--- config.mk ---
export PLATFORM = sky130hd
export DESIGN_NAME = ex_stage_muldiv
export DESIGN_NICKNAME = d
export VERILOG_FILES = /design/src/rtl/ex_stage_muldiv_pkg.sv /design/src/rtl/ex_stage_muldiv_muldiv_unit.sv /design/src/rtl/ex_stage_muldiv.sv
export SDC_FILE = /design/constraint.sdc
export NUM_CORES = 2
export LEC_CHECK = 0
export CORE_ASPECT_RATIO = 1.25
export CORE_UTILIZATION = 40
export CTS_CLUSTER_DIAMETER = 100
export CTS_CLUSTER_SIZE = 28
export DETAILED_ROUTE_END_ITERATION = 8
export GPL_ROUTABILITY_DRIVEN = 1
export SETUP_SLACK_MARGIN = 0.5
export SLEW_MARGIN = 20
export SYNTH_ARGS = -nofsm -noshare
export SYNTH_HDL_FRONTEND = slang
export SYNTH_SLANG_ARGS = --single-unit
--- constraint.sdc ---
create_clock -name clk -period 33.6 [get_ports clk]
set_input_delay 6.72 -clock clk [delete_from_list [all_inputs] [get_ports clk]]
set_output_delay 6.72 -clock clk [all_outputs]
set_load 0.02 [all_outputs]
--- src/rtl/ex_stage_muldiv_pkg.sv ---
// Shared types for the execute stage: ALU codes, M-extension ops, forwarding selects, mul/div FSM states.
// Optional build macro EX_DIV_EARLY_OUT_EN is consumed by muldiv_unit.
package ex_pkg;

  typedef enum logic [3:0] {
    ALU_ADD  = 4'd0,
    ALU_SUB  = 4'd1,
    ALU_SLL  = 4'd2,
    ALU_SLT  = 4'd3,
    ALU_SLTU = 4'd4,
    ALU_XOR  = 4'd5,
    ALU_SRL  = 4'd6,
    ALU_SRA  = 4'd7,
    ALU_OR   = 4'd8,
    ALU_AND  = 4'd9,
    ALU_LUI  = 4'd10
  } alu_code_e;

  typedef enum logic [2:0] {
    MD_MUL    = 3'd0,
    MD_MULH   = 3'd1,
    MD_MULHSU = 3'd2,
    MD_MULHU  = 3'd3,
    MD_DIV    = 3'd4,
    MD_DIVU   = 3'd5,
    MD_REM    = 3'd6,
    MD_REMU   = 3'd7
  } md_op_e;

  typedef enum logic [1:0] {FWD_REG, FWD_WB, FWD_MEM} fwd_sel_e;

  typedef enum logic [1:0] {S_IDLE, S_MUL, S_DIV, S_DONE} md_state_e;

  // MEM wins outright; WB is considered only when MEM does not match.
  function automatic fwd_sel_e fwd_select(input logic [4:0] rs,
                                          input logic       reg_write_mem,
                                          input logic [4:0] rd_mem,
                                          input logic       reg_write_wb,
                                          input logic [4:0] rd_wb);
    if (reg_write_mem && rd_mem != 5'd0 && rd_mem == rs) return FWD_MEM;
    if (reg_write_wb && rd_wb != 5'd0 && rd_wb == rs) return FWD_WB;
    return FWD_REG;
  endfunction

  function automatic logic op_a_signed(input md_op_e op);
    return op inside {MD_MULH, MD_MULHSU, MD_DIV, MD_REM};
  endfunction

  function automatic logic op_b_signed(input md_op_e op);
    return op inside {MD_MULH, MD_DIV, MD_REM};
  endfunction

endpackage

--- src/rtl/ex_stage_muldiv_muldiv_unit.sv ---
// Multi-cycle M-extension unit: FSM, latency counter, multiplier and restoring divider.
// EX_DIV_EARLY_OUT_EN: divide-by-zero / overflow skip the divide loop.
module muldiv_unit
  import ex_pkg::*;
#(
  parameter int unsigned XLEN    = 32,
  parameter int unsigned MUL_LAT = 2
) (
  input  logic            clk,
  input  logic            rst_n,
  input  logic            md_valid,
  input  logic [2:0]      md_op,
  input  logic            flush,
  input  logic [XLEN-1:0] op_a,
  input  logic [XLEN-1:0] op_b,
  output logic            stall,
  output logic            busy,
  output logic            done,
  output logic [XLEN-1:0] result
);

  localparam int unsigned CW = $clog2(XLEN);
  localparam logic [XLEN-1:0] MIN_NEG = {1'b1, {(XLEN-1){1'b0}}};

  md_state_e       state;
  logic [CW-1:0]   cnt;
  md_op_e          op_q;
  logic [XLEN-1:0] a_q, b_q, dvs_q, rem_q, quo_q, result_q;

  md_op_e          cur_op;
  logic [XLEN-1:0] cur_a, cur_b, mag_a, mag_b;
  logic            cur_sa, cur_sb;
  logic [2*XLEN-1:0] product;
  logic [XLEN-1:0] mul_res;
  logic [XLEN:0]   rem_sh;
  logic [XLEN-1:0] diff, q_nxt, r_nxt, quo_fin, rem_fin, div_res;
  logic            sub_ok, div_zero, div_ovf, early_out;

  // In IDLE the live operands are used so single-cycle outcomes can be resolved at the latch edge.
  always_comb begin
    cur_op  = (state == S_IDLE) ? md_op_e'(md_op) : op_q;
    cur_a   = (state == S_IDLE) ? op_a : a_q;
    cur_b   = (state == S_IDLE) ? op_b : b_q;
    cur_sa  = op_a_signed(cur_op) & cur_a[XLEN-1];
    cur_sb  = op_b_signed(cur_op) & cur_b[XLEN-1];
    mag_a   = cur_sa ? -cur_a : cur_a;
    mag_b   = cur_sb ? -cur_b : cur_b;
    product = {{XLEN{cur_sa}}, cur_a} * {{XLEN{cur_sb}}, cur_b};
    mul_res = (cur_op == MD_MUL) ? product[XLEN-1:0] : product[2*XLEN-1:XLEN];

    rem_sh  = {rem_q, quo_q[XLEN-1]};
    sub_ok  = rem_sh >= {1'b0, dvs_q};
    diff    = rem_sh[XLEN-1:0] - dvs_q;
    q_nxt   = {quo_q[XLEN-2:0], sub_ok};
    r_nxt   = sub_ok ? diff : rem_sh[XLEN-1:0];

    div_zero = (cur_b == '0);
    div_ovf  = op_b_signed(cur_op) && (cur_a == MIN_NEG) && (cur_b == '1);
    quo_fin  = (cur_sa ^ cur_sb) ? -q_nxt : q_nxt;
    rem_fin  = cur_sa ? -r_nxt : r_nxt;
    if (div_zero) begin
      quo_fin = '1;
      rem_fin = cur_a;
    end else if (div_ovf) begin
      quo_fin = cur_a;
      rem_fin = '0;
    end
    div_res = (cur_op inside {MD_REM, MD_REMU}) ? rem_fin : quo_fin;
  end

`ifdef EX_DIV_EARLY_OUT_EN
  assign early_out = div_zero | div_ovf;
`else
  assign early_out = 1'b0;
`endif

  // MUL is loaded with MUL_LAT-1 so the total stall, including the latch cycle, is MUL_LAT+1.
  always_ff @(posedge clk or negedge rst_n) begin
    if (!rst_n) begin
      state    <= S_IDLE;
      cnt      <= '0;
      op_q     <= MD_MUL;
      a_q      <= '0;
      b_q      <= '0;
      dvs_q    <= '0;
      rem_q    <= '0;
      quo_q    <= '0;
      result_q <= '0;
    end else if (flush) begin
      state <= S_IDLE;
    end else begin
      case (state)
        S_IDLE: begin
          if (md_valid) begin
            op_q  <= cur_op;
            a_q   <= op_a;
            b_q   <= op_b;
            quo_q <= mag_a;
            dvs_q <= mag_b;
            rem_q <= '0;
            if (md_op[2]) begin
              if (early_out) begin
                state    <= S_DONE;
                result_q <= div_res;
              end else begin
                state <= S_DIV;
                cnt   <= CW'(XLEN - 1);
              end
            end else if (MUL_LAT == 0) begin
              state    <= S_DONE;
              result_q <= mul_res;
            end else begin
              state <= S_MUL;
              cnt   <= CW'(MUL_LAT - 1);
            end
          end
        end
        S_MUL: begin
          if (cnt == '0) begin
            state    <= S_DONE;
            result_q <= mul_res;
          end else begin
            cnt <= cnt - 1'b1;
          end
        end
        S_DIV: begin
          rem_q <= r_nxt;
          quo_q <= q_nxt;
          if (cnt == '0) begin
            state    <= S_DONE;
            result_q <= div_res;
          end else begin
            cnt <= cnt - 1'b1;
          end
        end
        S_DONE:  state <= S_IDLE;
        default: state <= S_IDLE;
      endcase
    end
  end

  assign stall  = rst_n && !flush &&
                  ((state == S_IDLE && md_valid) || state == S_MUL || state == S_DIV);
  assign busy   = (state == S_MUL) || (state == S_DIV);
  assign done   = (state == S_DONE);
  assign result = result_q;

endmodule

--- src/rtl/ex_stage_muldiv.sv ---
// Execute stage: operand forwarding, source muxes, base ALU, and the multi-cycle mul/div unit.
// Build macro EX_DIV_EARLY_OUT_EN (see muldiv_unit) shortens divide-by-zero/overflow stalls.
module ex_stage_muldiv
  import ex_pkg::*;
#(
  parameter int unsigned XLEN    = 32,
  parameter int unsigned MUL_LAT = 2
) (
  input  logic            clk,
  input  logic            rst_n,
  input  logic [3:0]      ALUCode_ex,
  input  logic            ALUSrcA_ex,
  input  logic [1:0]      ALUSrcB_ex,
  input  logic [XLEN-1:0] Imm_ex,
  input  logic [XLEN-1:0] PC_ex,
  input  logic [4:0]      rs1Addr_ex,
  input  logic [4:0]      rs2Addr_ex,
  input  logic [XLEN-1:0] rs1Data_ex,
  input  logic [XLEN-1:0] rs2Data_ex,
  input  logic [XLEN-1:0] ALUResult_mem,
  input  logic [4:0]      rdAddr_mem,
  input  logic            RegWrite_mem,
  input  logic [XLEN-1:0] RegWriteData_wb,
  input  logic [4:0]      rdAddr_wb,
  input  logic            RegWrite_wb,
  input  logic            MdValid_ex,
  input  logic [2:0]      MdOp_ex,
  input  logic            Flush_ex,
  output logic [XLEN-1:0] ALUResult_ex,
  output logic [XLEN-1:0] MemWriteData_ex,
  output logic [XLEN-1:0] ALU_A,
  output logic [XLEN-1:0] ALU_B,
  output logic            Stall_ex,
  output logic            MdBusy
);

  localparam int unsigned SW = $clog2(XLEN);

  fwd_sel_e        fwd_a, fwd_b;
  logic [XLEN-1:0] fwd_a_data, fwd_b_data, alu_result, md_result;
  logic [SW-1:0]   shamt;
  logic            md_done;

  assign fwd_a = fwd_select(rs1Addr_ex, RegWrite_mem, rdAddr_mem, RegWrite_wb, rdAddr_wb);
  assign fwd_b = fwd_select(rs2Addr_ex, RegWrite_mem, rdAddr_mem, RegWrite_wb, rdAddr_wb);

  always_comb begin
    case (fwd_a)
      FWD_MEM: fwd_a_data = ALUResult_mem;
      FWD_WB:  fwd_a_data = RegWriteData_wb;
      default: fwd_a_data = rs1Data_ex;
    endcase
    case (fwd_b)
      FWD_MEM: fwd_b_data = ALUResult_mem;
      FWD_WB:  fwd_b_data = RegWriteData_wb;
      default: fwd_b_data = rs2Data_ex;
    endcase
  end

  assign MemWriteData_ex = fwd_b_data;
  assign ALU_A           = ALUSrcA_ex ? PC_ex : fwd_a_data;

  always_comb begin
    case (ALUSrcB_ex)
      2'd0:    ALU_B = fwd_b_data;
      2'd1:    ALU_B = Imm_ex;
      2'd2:    ALU_B = XLEN'(4);
      default: ALU_B = '0;
    endcase
  end

  assign shamt = ALU_B[SW-1:0];

  always_comb begin
    case (alu_code_e'(ALUCode_ex))
      ALU_ADD:  alu_result = ALU_A + ALU_B;
      ALU_SUB:  alu_result = ALU_A - ALU_B;
      ALU_SLL:  alu_result = ALU_A << shamt;
      ALU_SLT:  alu_result = {{(XLEN-1){1'b0}}, $signed(ALU_A) < $signed(ALU_B)};
      ALU_SLTU: alu_result = {{(XLEN-1){1'b0}}, ALU_A < ALU_B};
      ALU_XOR:  alu_result = ALU_A ^ ALU_B;
      ALU_SRL:  alu_result = ALU_A >> shamt;
      ALU_SRA:  alu_result = $signed(ALU_A) >>> shamt;
      ALU_OR:   alu_result = ALU_A | ALU_B;
      ALU_AND:  alu_result = ALU_A & ALU_B;
      ALU_LUI:  alu_result = ALU_B;
      default:  alu_result = '0;
    endcase
  end

  muldiv_unit #(
    .XLEN    (XLEN),
    .MUL_LAT (MUL_LAT)
  ) u_muldiv (
    .clk      (clk),
    .rst_n    (rst_n),
    .md_valid (MdValid_ex),
    .md_op    (MdOp_ex),
    .flush    (Flush_ex),
    .op_a     (fwd_a_data),
    .op_b     (fwd_b_data),
    .stall    (Stall_ex),
    .busy     (MdBusy),
    .done     (md_done),
    .result   (md_result)
  );

  assign ALUResult_ex = md_done ? md_result : alu_result;

endmodule

==> run_results.csv <==
group,metric,value,unit
run_status,status,"finished clean",
global_route,grt_max_degree,82,
sta,slew_viol_final,0,
critical_path,rr_startpoint,"u_muldiv.state[0]$_DFFE_PN0P_",
floorplanning,coreArea,162000,um^2
global_route,track_usage,47.8,%
drt,routed-via-count,66800,
placed_design,io_buffers,357,
yosys,yosys_warnings,0,
cts,h-tree-depth,1,
yosys,syn_nets,9911,
critical_path,crit_family,"compound AO/OA/AOI/OAI gates",
run,maxCapViolations,0,
drt,drt-initial-drc-count,6946,
hold_path,hold_depth,2,
cts,cts_repair_resize_count,0,
sta,fin_skew,0.0510,ns
cts,cts_setup_buffers,0,
layout,area_growth,11.5,%
yosys,syn_area_per_cell,7.99,um^2
drt,wl_met2,179000,um
sta,fmax,45.5,MHz
yosys,synth_ff_type,"dfrtp_1",
cts,hold_buffers,0,
placed_design,finalWeightedCongestion,1.12,
critical_path,reg2reg_to,"u_muldiv.result[27]$_DFFE_PN0P_",
floorplanning,dieHeight,454,um
layout,multiInputGateArea,54300,um^2
layout,fill_cells,16500,
layout,layout.nets,10100,
layout,regArea,5050,um^2
drt,ant_nets,0,
yosys,synth-edff-count,0,
critical_path,startpoint_type,"input pin",
yosys,synth_top_family_by_area,"adder cells",
critical_path,r2r_slack,19.85,ns
drt,routed_via_density,6.33,
floorplanning,dieWidth,364,um
drt,drt-wirelength-per-cell,37.4,um
sta,tightest_slew,1.28,ns
hold_path,min_path_type,"reg -> reg",
critical_path,endpoint_kind,"output pin",
sta,relSlewSlack,14.3,%
critical_path,slowest_stage,"a31oi_1",
yosys,syn_area,65500,um^2
floorplanning,rows,165,
drt,dr.pass1.iters,6,
cts,path_clk_slew,0.12,ns
yosys,synth_compound_area_share,16.0,%
hold_path,min_from,"u_muldiv.b_q[9]$_DFFE_PN0P_",
drt,wl_met1,127000,um
cts,cts_root_buffer,"clkbuf_16",
hold_path,worstHoldEndpoint,"u_muldiv.b_q[9]$_DFFE_PN0P_",
global_route,grt_pass1_vias,69200,
cts,cts_buffers,14,
yosys,synth_mux_area_share,4.31,%
placed_design,dp_hpwl,311000,um
yosys,synthAdderAreaFrac,41.2,%
layout,mostFrequentLayoutCell,"nand2_1",
yosys,async_flop_share,100,%
global_route,grt-ovfl-total,0,
yosys,synth_top_area_share,34.5,%
yosys,yosys_register_bits,202,
layout,final_cell_mix,"nand2_1, inv_1, fa_1",
drt,route.met3.wl,37000,um
floorplanning,fp.dieArea,165000,um^2
critical_path,max_stage_delay,0.75,ns
critical_path,rr_worst_depth,32,
sta,tns,0,ns
sta,setup_viol,0,
critical_path,cp.arrival,15.27,ns
critical_path,crit_cells,25,
yosys,netlist_instances,8203,
cts,cts_tree,"done",
global_route,antenna_found_initial,29,
floorplanning,ios,358,
yosys,seq_area_frac_synth,7.72,%
critical_path,crit_required,26.88,ns
critical_path,critPathBufInv,6,
sta,rsz0062_at_grt,"false",
critical_path,worstSetupPathType,"in -> out",
yosys,synth.distinct_cells,112,
yosys,synth_area_leaders,"fa_1, dfrtp_1, nand2_1",
drt,drc_errors,0,
sta,fin_crit,21.99,ns
yosys,synthSimpleGateAreaFrac,17.3,%
layout,drive_gt1_share,6.42,%
drt,drt_wl_total,395000,um
sta,finalHoldViolCount,0,
drt,top_layer,"met5",
critical_path,worst-path-max-fanout,35,
global_route,grt_first_pass_wirelength,546000,um
critical_path,crit_top_cell,"buf_4",
yosys,yosysTopAreaCell,"fa_1",
sta,period_share,65.4,%
cts,cts.sinks,202,
cts,clk_latency,0.58,ns
yosys,synth_xor_area_share,3.26,%
floorplanning,start_util,40.4,%
cts,clock_path_buffers,3,
==> Yosys cell counts (59+ instances only) <==
cell type / n
a211oi_1: 74
a21o_1: 91
a21oi_1: 363
a31oi_1: 130
buf_1: 65
buf_2: 65
clkbuf_1: 354
dfrtp_1: 202
fa_1: 1128
ha_1: 352
inv_1: 1266
mux2_2: 65
mux2i_1: 200
nand2_1: 1290
nand3_1: 153
nor2_1: 735
nor3_1: 116
nor4_1: 59
o21ai_0: 369
xnor2_1: 162
xor2_1: 80
==> layout make-up <==
type | count | area share [%]
Antenna cell | 20 | 0.0685
Clock buffer | 17 | 0.524
Clock inverter | 7 | 0.159
Inverter | 1273 | 6.54
Multi-Input combinational cell | 6234 | 74.3
Sequential cell | 202 | 6.92
Tap cell | 2171 | 3.72
Timing Repair Buffer | 636 | 7.79
==> metal layers <==
layer	vias up	global-route usage, %
li1	27100	-
met1	33500	48.9
met2	4494	77.3
met3	1797	12.7
met4	14	49.3
met5	-	0
==> stage by stage <==
stage	cells	hold WS [ns]	setup WS, ns	util [%]	area (um^2)
2_1_floorplan	8203	0.438	14.60	-	65500
3_3_place_gp	10500	0.448	11.82	44.6	72400
3_5_place_dp	10500	0.461	11.82	44.6	72400
4_1_cts	10500	0.488	11.80	44.9	72900
5_1_grt	10500	0.515	11.47	45.0	73000
6_report	10600	0.487	11.61	45.0	73100
==> registers in the layout (all words and copies together), names as in the netlist <==
signal,count
u_muldiv.rem_q,32
u_muldiv.quo_q,32
u_muldiv.op_q,3
u_muldiv.cnt,5
u_muldiv.state,2
u_muldiv.a_q,32
u_muldiv.b_q,32
u_muldiv.dvs_q,32
u_muldiv.result,32
==> worst max path at each step <==
stage / start / slack [ns] / to
after global routing: rdAddr_mem[0] / 11.47 / ALUResult_ex[28]
after CTS: rdAddr_mem[1] / 11.80 / ALUResult_ex[30]
after detailed placement: rdAddr_mem[1] / 11.82 / ALUResult_ex[30]
final: rdAddr_mem[1] / 11.61 / ALUResult_ex[30]
after floorplan: rdAddr_mem[1] / 14.60 / ALUResult_ex[0]
after global placement: rdAddr_mem[0] / 11.82 / ALUResult_ex[30]
==> cell families (layout without fill, tap and decap cells) <==
| kind of cell | after synthesis | after routing |
|---|---|---|
| adder cells (fa/ha/maj) | 1480 | 1480 |
| flip-flops | 202 | 202 |
| XOR/XNOR | 243 | 243 |
| multiplexers | 271 | 271 |
| AND/OR/NAND/NOR | 2644 | 2644 |
| other | 0 | 20 |
| buffers and inverters | 1767 | 1933 |
| AO/OA/AOI/OAI | 1596 | 1596 |
==> worst register-to-register path, delay by kind of cell (launching register included) <==
family                   cells  cell delay (ns)
adder cells (fa/ha/maj)     10             4.91
flip-flops                   1             0.42
AO/OA/AOI/OAI                9             4.58
AND/OR/NAND/NOR              4             1.23
buffers and inverters        9             2.53
Power is left out: the tool's default activity adds up to more than one toggle a clock period on the data nets, which glitch-free logic cannot reach.
